**src/rtl/sr_pkg.sv**
```systemverilog
// sr_pkg: op encodings and FSM states shared by the SR bank controller
package sr_pkg;
  typedef enum logic [1:0] {OP_NOP = 2'b00, OP_SET = 2'b01, OP_CLR = 2'b10, OP_TGL = 2'b11} op_t;
  typedef enum logic [1:0] {ST_IDLE = 2'b00, ST_DRIVE = 2'b01, ST_CHECK = 2'b10} state_t;
endpackage

```
**src/rtl/rr_arb.sv**
```systemverilog
// rr_arb: combinational round-robin pick of the first request at or after ptr
module rr_arb #(
  parameter int N = 4,
  localparam int W = $clog2(N)
) (
  input  logic [N-1:0] req,
  input  logic [W-1:0] ptr,
  output logic [N-1:0] gnt,
  output logic [W-1:0] gnt_id,
  output logic         any
);
  logic [W-1:0] k;
  always_comb begin
    gnt = '0;
    gnt_id = '0;
    any = 1'b0;
    k = '0;
    for (int i = 0; i < N; i++) begin
      k = W'((int'(ptr) + i) % N);
      if (!any && req[k]) begin
        any = 1'b1;
        gnt_id = k;
        gnt[k] = 1'b1;
      end
    end
  end
endmodule

```
**src/rtl/sr_bank_ctrl.sv**
```systemverilog
// sr_bank_ctrl: arbitrates requesters into one-hot SR pulses on a flag bank and checks the result
module sr_bank_ctrl
  import sr_pkg::*;
#(
  parameter int NREQ = 4,
  parameter int NFF = 8,
  parameter int IDXW = 3,
  localparam int IW = $clog2(NREQ)
) (
  input  logic                 clk,
  input  logic                 reset,
  input  logic [NREQ-1:0]      req_valid,
  input  logic [2*NREQ-1:0]    req_op,
  input  logic [IDXW*NREQ-1:0] req_idx,
  output logic [NREQ-1:0]      req_ready,
  output logic [NFF-1:0]       s_vec,
  output logic [NFF-1:0]       r_vec,
  input  logic [NFF-1:0]       q_vec,
  output logic                 busy,
  output logic                 done,
  output logic [IW-1:0]        done_id,
  output logic                 err
);
  state_t state, state_n;
  logic [IW-1:0] ptr, g_id, id;
  logic [NREQ-1:0] gnt;
  logic any, take, g_bad, g_nop, g_set, chk, exp_q, done_q, err_q;
  logic [1:0] g_op;
  logic [IDXW-1:0] g_idx, idx;
  logic [NFF-1:0] hot;
  rr_arb #(.N(NREQ)) u_arb (.req(req_valid), .ptr(ptr), .gnt(gnt), .gnt_id(g_id), .any(any));
  always_comb begin
    g_op = '0;
    g_idx = '0;
    for (int i = 0; i < NREQ; i++)
      if (gnt[i]) begin
        g_op = req_op[2*i +: 2];
        g_idx = req_idx[IDXW*i +: IDXW];
      end
  end
  assign hot = NFF'(1) << g_idx;
  assign g_bad = int'(g_idx) >= NFF;
  assign g_nop = g_op == OP_NOP || g_bad;
  assign g_set = g_op == OP_SET || (g_op == OP_TGL && !(|(q_vec & hot)));
  assign take = state == ST_IDLE && any && !reset;
  assign req_ready = take ? gnt : '0;
  assign chk = state == ST_CHECK;
  assign busy = state != ST_IDLE;
  assign done = done_q | chk;
  assign done_id = done ? id : '0;
  assign err = err_q | (chk && ((|(q_vec & (NFF'(1) << idx))) != exp_q));
  always_comb state_n = state == ST_DRIVE ? ST_CHECK : (take && !g_nop) ? ST_DRIVE : ST_IDLE;
  always_ff @(posedge clk) state <= reset ? ST_IDLE : state_n;
  always_ff @(posedge clk) begin
    if (reset) begin
      ptr <= '0;
      id <= '0;
      idx <= '0;
      exp_q <= 1'b0;
      s_vec <= '0;
      r_vec <= '0;
      done_q <= 1'b0;
      err_q <= 1'b0;
    end else begin
      s_vec <= '0;
      r_vec <= '0;
      done_q <= take && g_nop;
      err_q <= take && g_bad;
      if (take) begin
        ptr <= int'(g_id) == NREQ - 1 ? '0 : g_id + 1'b1;
        id <= g_id;
        idx <= g_idx;
        exp_q <= g_set;
        if (!g_nop) begin
          s_vec <= g_set ? hot : '0;
          r_vec <= g_set ? '0 : hot;
        end
      end
    end
  end
endmodule

```
**config.mk**
```make
export PLATFORM = sky130hd
export DESIGN_NAME = sr_bank_ctrl
export DESIGN_NICKNAME = d
export VERILOG_FILES = /design/src/rtl/sr_pkg.sv /design/src/rtl/rr_arb.sv /design/src/rtl/sr_bank_ctrl.sv
export SDC_FILE = /design/constraint.sdc
export NUM_CORES = 1
export LEC_CHECK = 0
export BUFFER_PORTS_ARGS = -buffer_cell sky130_fd_sc_hd__buf_2
export CAP_MARGIN = 40
export CORE_MARGIN = 2
export CORE_UTILIZATION = 35
export CTS_CLUSTER_SIZE = 24
export DETAILED_ROUTE_END_ITERATION = 8
export SYNTH_ARGS = -nofsm -noshare
export SYNTH_HDL_FRONTEND = slang
export SYNTH_SLANG_ARGS = --single-unit
```
**constraint.sdc**
```tcl
create_clock -name clk -period 4.3 [get_ports clk]
set_input_delay 0.43 -clock clk [delete_from_list [all_inputs] [get_ports clk]]
set_output_delay 0.43 -clock clk [all_outputs]
set_load 0.005 [all_outputs]
```
==> results.toml <==
[run_status]
outcome = "finished, final reports clean"

[power_and_ir_drop]
clock_power_share = 0.066
p_int_w = 0.00106
p_leak_nw = 1.09
p_sw_w = 0.00111
p_seq_frac = 0.158
vdd_ir_drop_max_uv = 527
p_sw_frac = 0.512
comb_power_share = 0.776
power_density_mw_per_mm2 = 883

[timing]
rsz0062_at_grt = "no"
fin_crit_sh = 0.945
post-route-min-period_ns = 4.06
fin_skew_ns = 0.00571
fin_tns_setup_ns = 0
final-setup-viol-count = 0
fin_hold_ws_ns = 0.470
maxSlewHeadroom = 0.665
timing.fmax_mhz = 246
hold_viol_final = 0
slew_viol_final = 0
worst_pin_slew_ns = 0.503

[synthesis]
async_reset_ff_frac = 0
ys_ff_latch = 27
ys_types = 53
avgSynthCellArea_um2 = 8.64
synthFlopType = "dfxtp_1"
synth_area_leader_cell = "dfxtp_1"
syn_area_mm2 = 0.00203
ys_top_cells_by_count = "dfxtp_1, a21oi_1, nor2_1"
yosys.cell_count.top_type = "dfxtp_1"
syn_inst = 235
synth_area_leaders = "dfxtp_1, a21oi_1, ha_1"
ys_seq_area_frac = 0.266
synth.top_cell.area_share = 0.266
synth_edf_count = 0
yosys_warnings = 0
syn_nets = 276

[setup_path]
startpoint_type = "register"
cp_data_arrival_time_ns = 4.25
crit_cells = 13
crit_slowest_cell = "ha_1"
cp_top_family = "compound AO/OA/AOI/OAI gates"
crit_type = "register to register"
r2r.worst_path.cells = 13
cp_common_cell = "a2111o_1"
critPathBufInv = 2
endpoint_kind = "register"
cp_max_fo = 11
path_cells = "inv_1, ha_1, or3b_1, a2111o_1, nand2_1, a2111oi_2, buf_4, o211a_4, a211o_1, a2111o_1, o32a_1, and3b_1, nor4_1"
slowest_delay_ns = 0.44
crit_required_ns = 4.48

[placed_design]
place.gp.congestion = 0.804
place_hpwl_um = 4120
place_area_mm2 = 0.00240
io_buffers = 58

[layout]
drive_gt1_frac = 0.331
area_growth_pct = 21.0
n_antenna_cell = 0
multi_input_area_mm2 = 0.00136
fill_cells = 588
fin_area_mm2 = 0.00246
final-seq-area_um2 = 541
fin_nets = 335

[cts]
post_cts_buffers = 0
cts-root-buf = "clkbuf_8"
cts_tree = "built"
clk_latency_ns = 0.27
clk_path_buf_depth = 2
cts.sinks = 27
h-tree-depth = 1
numCtsBuffers = 3
ctsHoldBuffers = 0
cts.clk_slew.worst_paths_ns = 0.09

[floorplan]
io_pins = 59
core.rowCount = 27
core_area_mm2 = 0.00554
die_h_um = 80.2
start_util = 0.367
die-area_mm2 = 0.00643
die_w_um = 80.2

[routing]
route.met2.wl_um = 2650
wl_met3_um = 227
vias = 1949
maxUsedRoutingLayer = "met4"
wl_per_cell_um = 14.7
wl_met1_um = 2480
firstDrtPassIters = 4
vias_per_cell = 5.34
drc = 0
drt_iter0_markers = 82
drtAntennaViolNets = 0
wl_um = 5370

[grt]
grt_pass1_vias = 1795
grt_pass1_wl_um = 8580
grt_max_degree = 17
grtUsageTotal = 0.166
antenna_found_initial = 0
overflow = 0

[run]
drv_cap = 0

[worst_hold_path]
min_path_cells = 2
hold_class = "input port to register"
[final cells by class]
type                       count  area share
clock buffer                   3      0.0168
clock inverter                 1     0.00305
inverter                      15      0.0229
multi-input combinational    179       0.552
sequential                    27       0.220
tap                           72      0.0367
timing repair buffer          68       0.149
[registers in the layout, indices dropped and copies added, names as in the netlist, named ones only]
| register | flops |
|---|---|
| idx | 3 |
| s_vec | 8 |
| state | 2 |
| r_vec | 8 |
| ptr | 1 |
| exp_q | 1 |
| id | 2 |
| done_q | 1 |
[per-layer routing]
metal	vias to the layer above	GRT usage
met3	2	0.0270
met2	41	0.283
li1	992	-
met1	914	0.229
met4	0	0.0102
met5	-	0
[worst paths after layout]
path                                from       end  slack [ns]
worst min register to register     id[1]     id[1]        0.48
worst max register to register  register  r_vec[3]        0.24
worst min-delay path               reset  register        0.47
worst max-delay path            register  r_vec[3]        0.24
[cells in the final DEF (no fill, tap or decap), types with 4 or more instances in the layout]
master,synthesis,layout
nor4_1,7,7
a21oi_1,22,22
a211oi_1,6,6
dfxtp_1,27,27
buf_4,1,10
or3_1,6,6
nor3_1,7,7
buf_2,3,58
nor2_1,20,20
inv_1,15,15
and3_1,6,6
nor4_2,5,5
nand2b_1,5,5
o21ai_0,5,5
nand2_1,13,13
ha_1,7,7
nor2b_1,4,4
mux2i_1,7,7
[power by group through the flow]
| stage | sequential (W) | clock [W] | combinational [W] |
|---|---|---|---|
| 6_report | 0.000343 | 0.000143 | 0.00168 |
| 5_1_grt | 0.000350 | 0.000159 | 0.00185 |
| 4_1_cts | 0.000343 | 0.000148 | 0.00166 |
| 3_5_place_dp | 0.000348 | 0 | 0.00166 |
| 3_3_place_gp | 0.000348 | 0 | 0.00164 |
| 2_1_floorplan | 0.000364 | 0 | 0.00127 |
[metrics by stage]
stage | power [W] | worst slack (ns) | util | cells
floorplan | 0.00163 | 0.198 | - | 235
global placement | 0.00198 | 0.349 | 0.432 | 361
detailed placement | 0.00200 | 0.291 | 0.432 | 361
CTS | 0.00216 | 0.255 | 0.441 | 365
global route | 0.00236 | 0.00866 | 0.444 | 365
finish | 0.00217 | 0.237 | 0.444 | 365
[kinds of logic (layout without fill, tap and decap cells)]
| group | Yosys count | count (layout) | share of synthesized area |
|---|---|---|---|
| AO/OA/AOI/OAI | 66 | 66 | 0.257 |
| XOR/XNOR | 2 | 2 | 0.00863 |
| adder cells (fa/ha/maj) | 7 | 7 | 0.0431 |
| buffers and inverters | 29 | 87 | 0.0758 |
| flip-flops | 27 | 27 | 0.266 |
| multiplexers | 12 | 12 | 0.0789 |
| AND/OR/NAND/NOR | 92 | 92 | 0.270 |
[what timing repair did]
| item | 4_1_cts | 5_1_grt |
|---|---|---|
| setup endpoints to repair | 0 | 9 |
| hold endpoints to repair | 0 | 0 |
| resized for setup | 0 | 1 |
No activity file was read; power rests on OpenSTA's default activity.
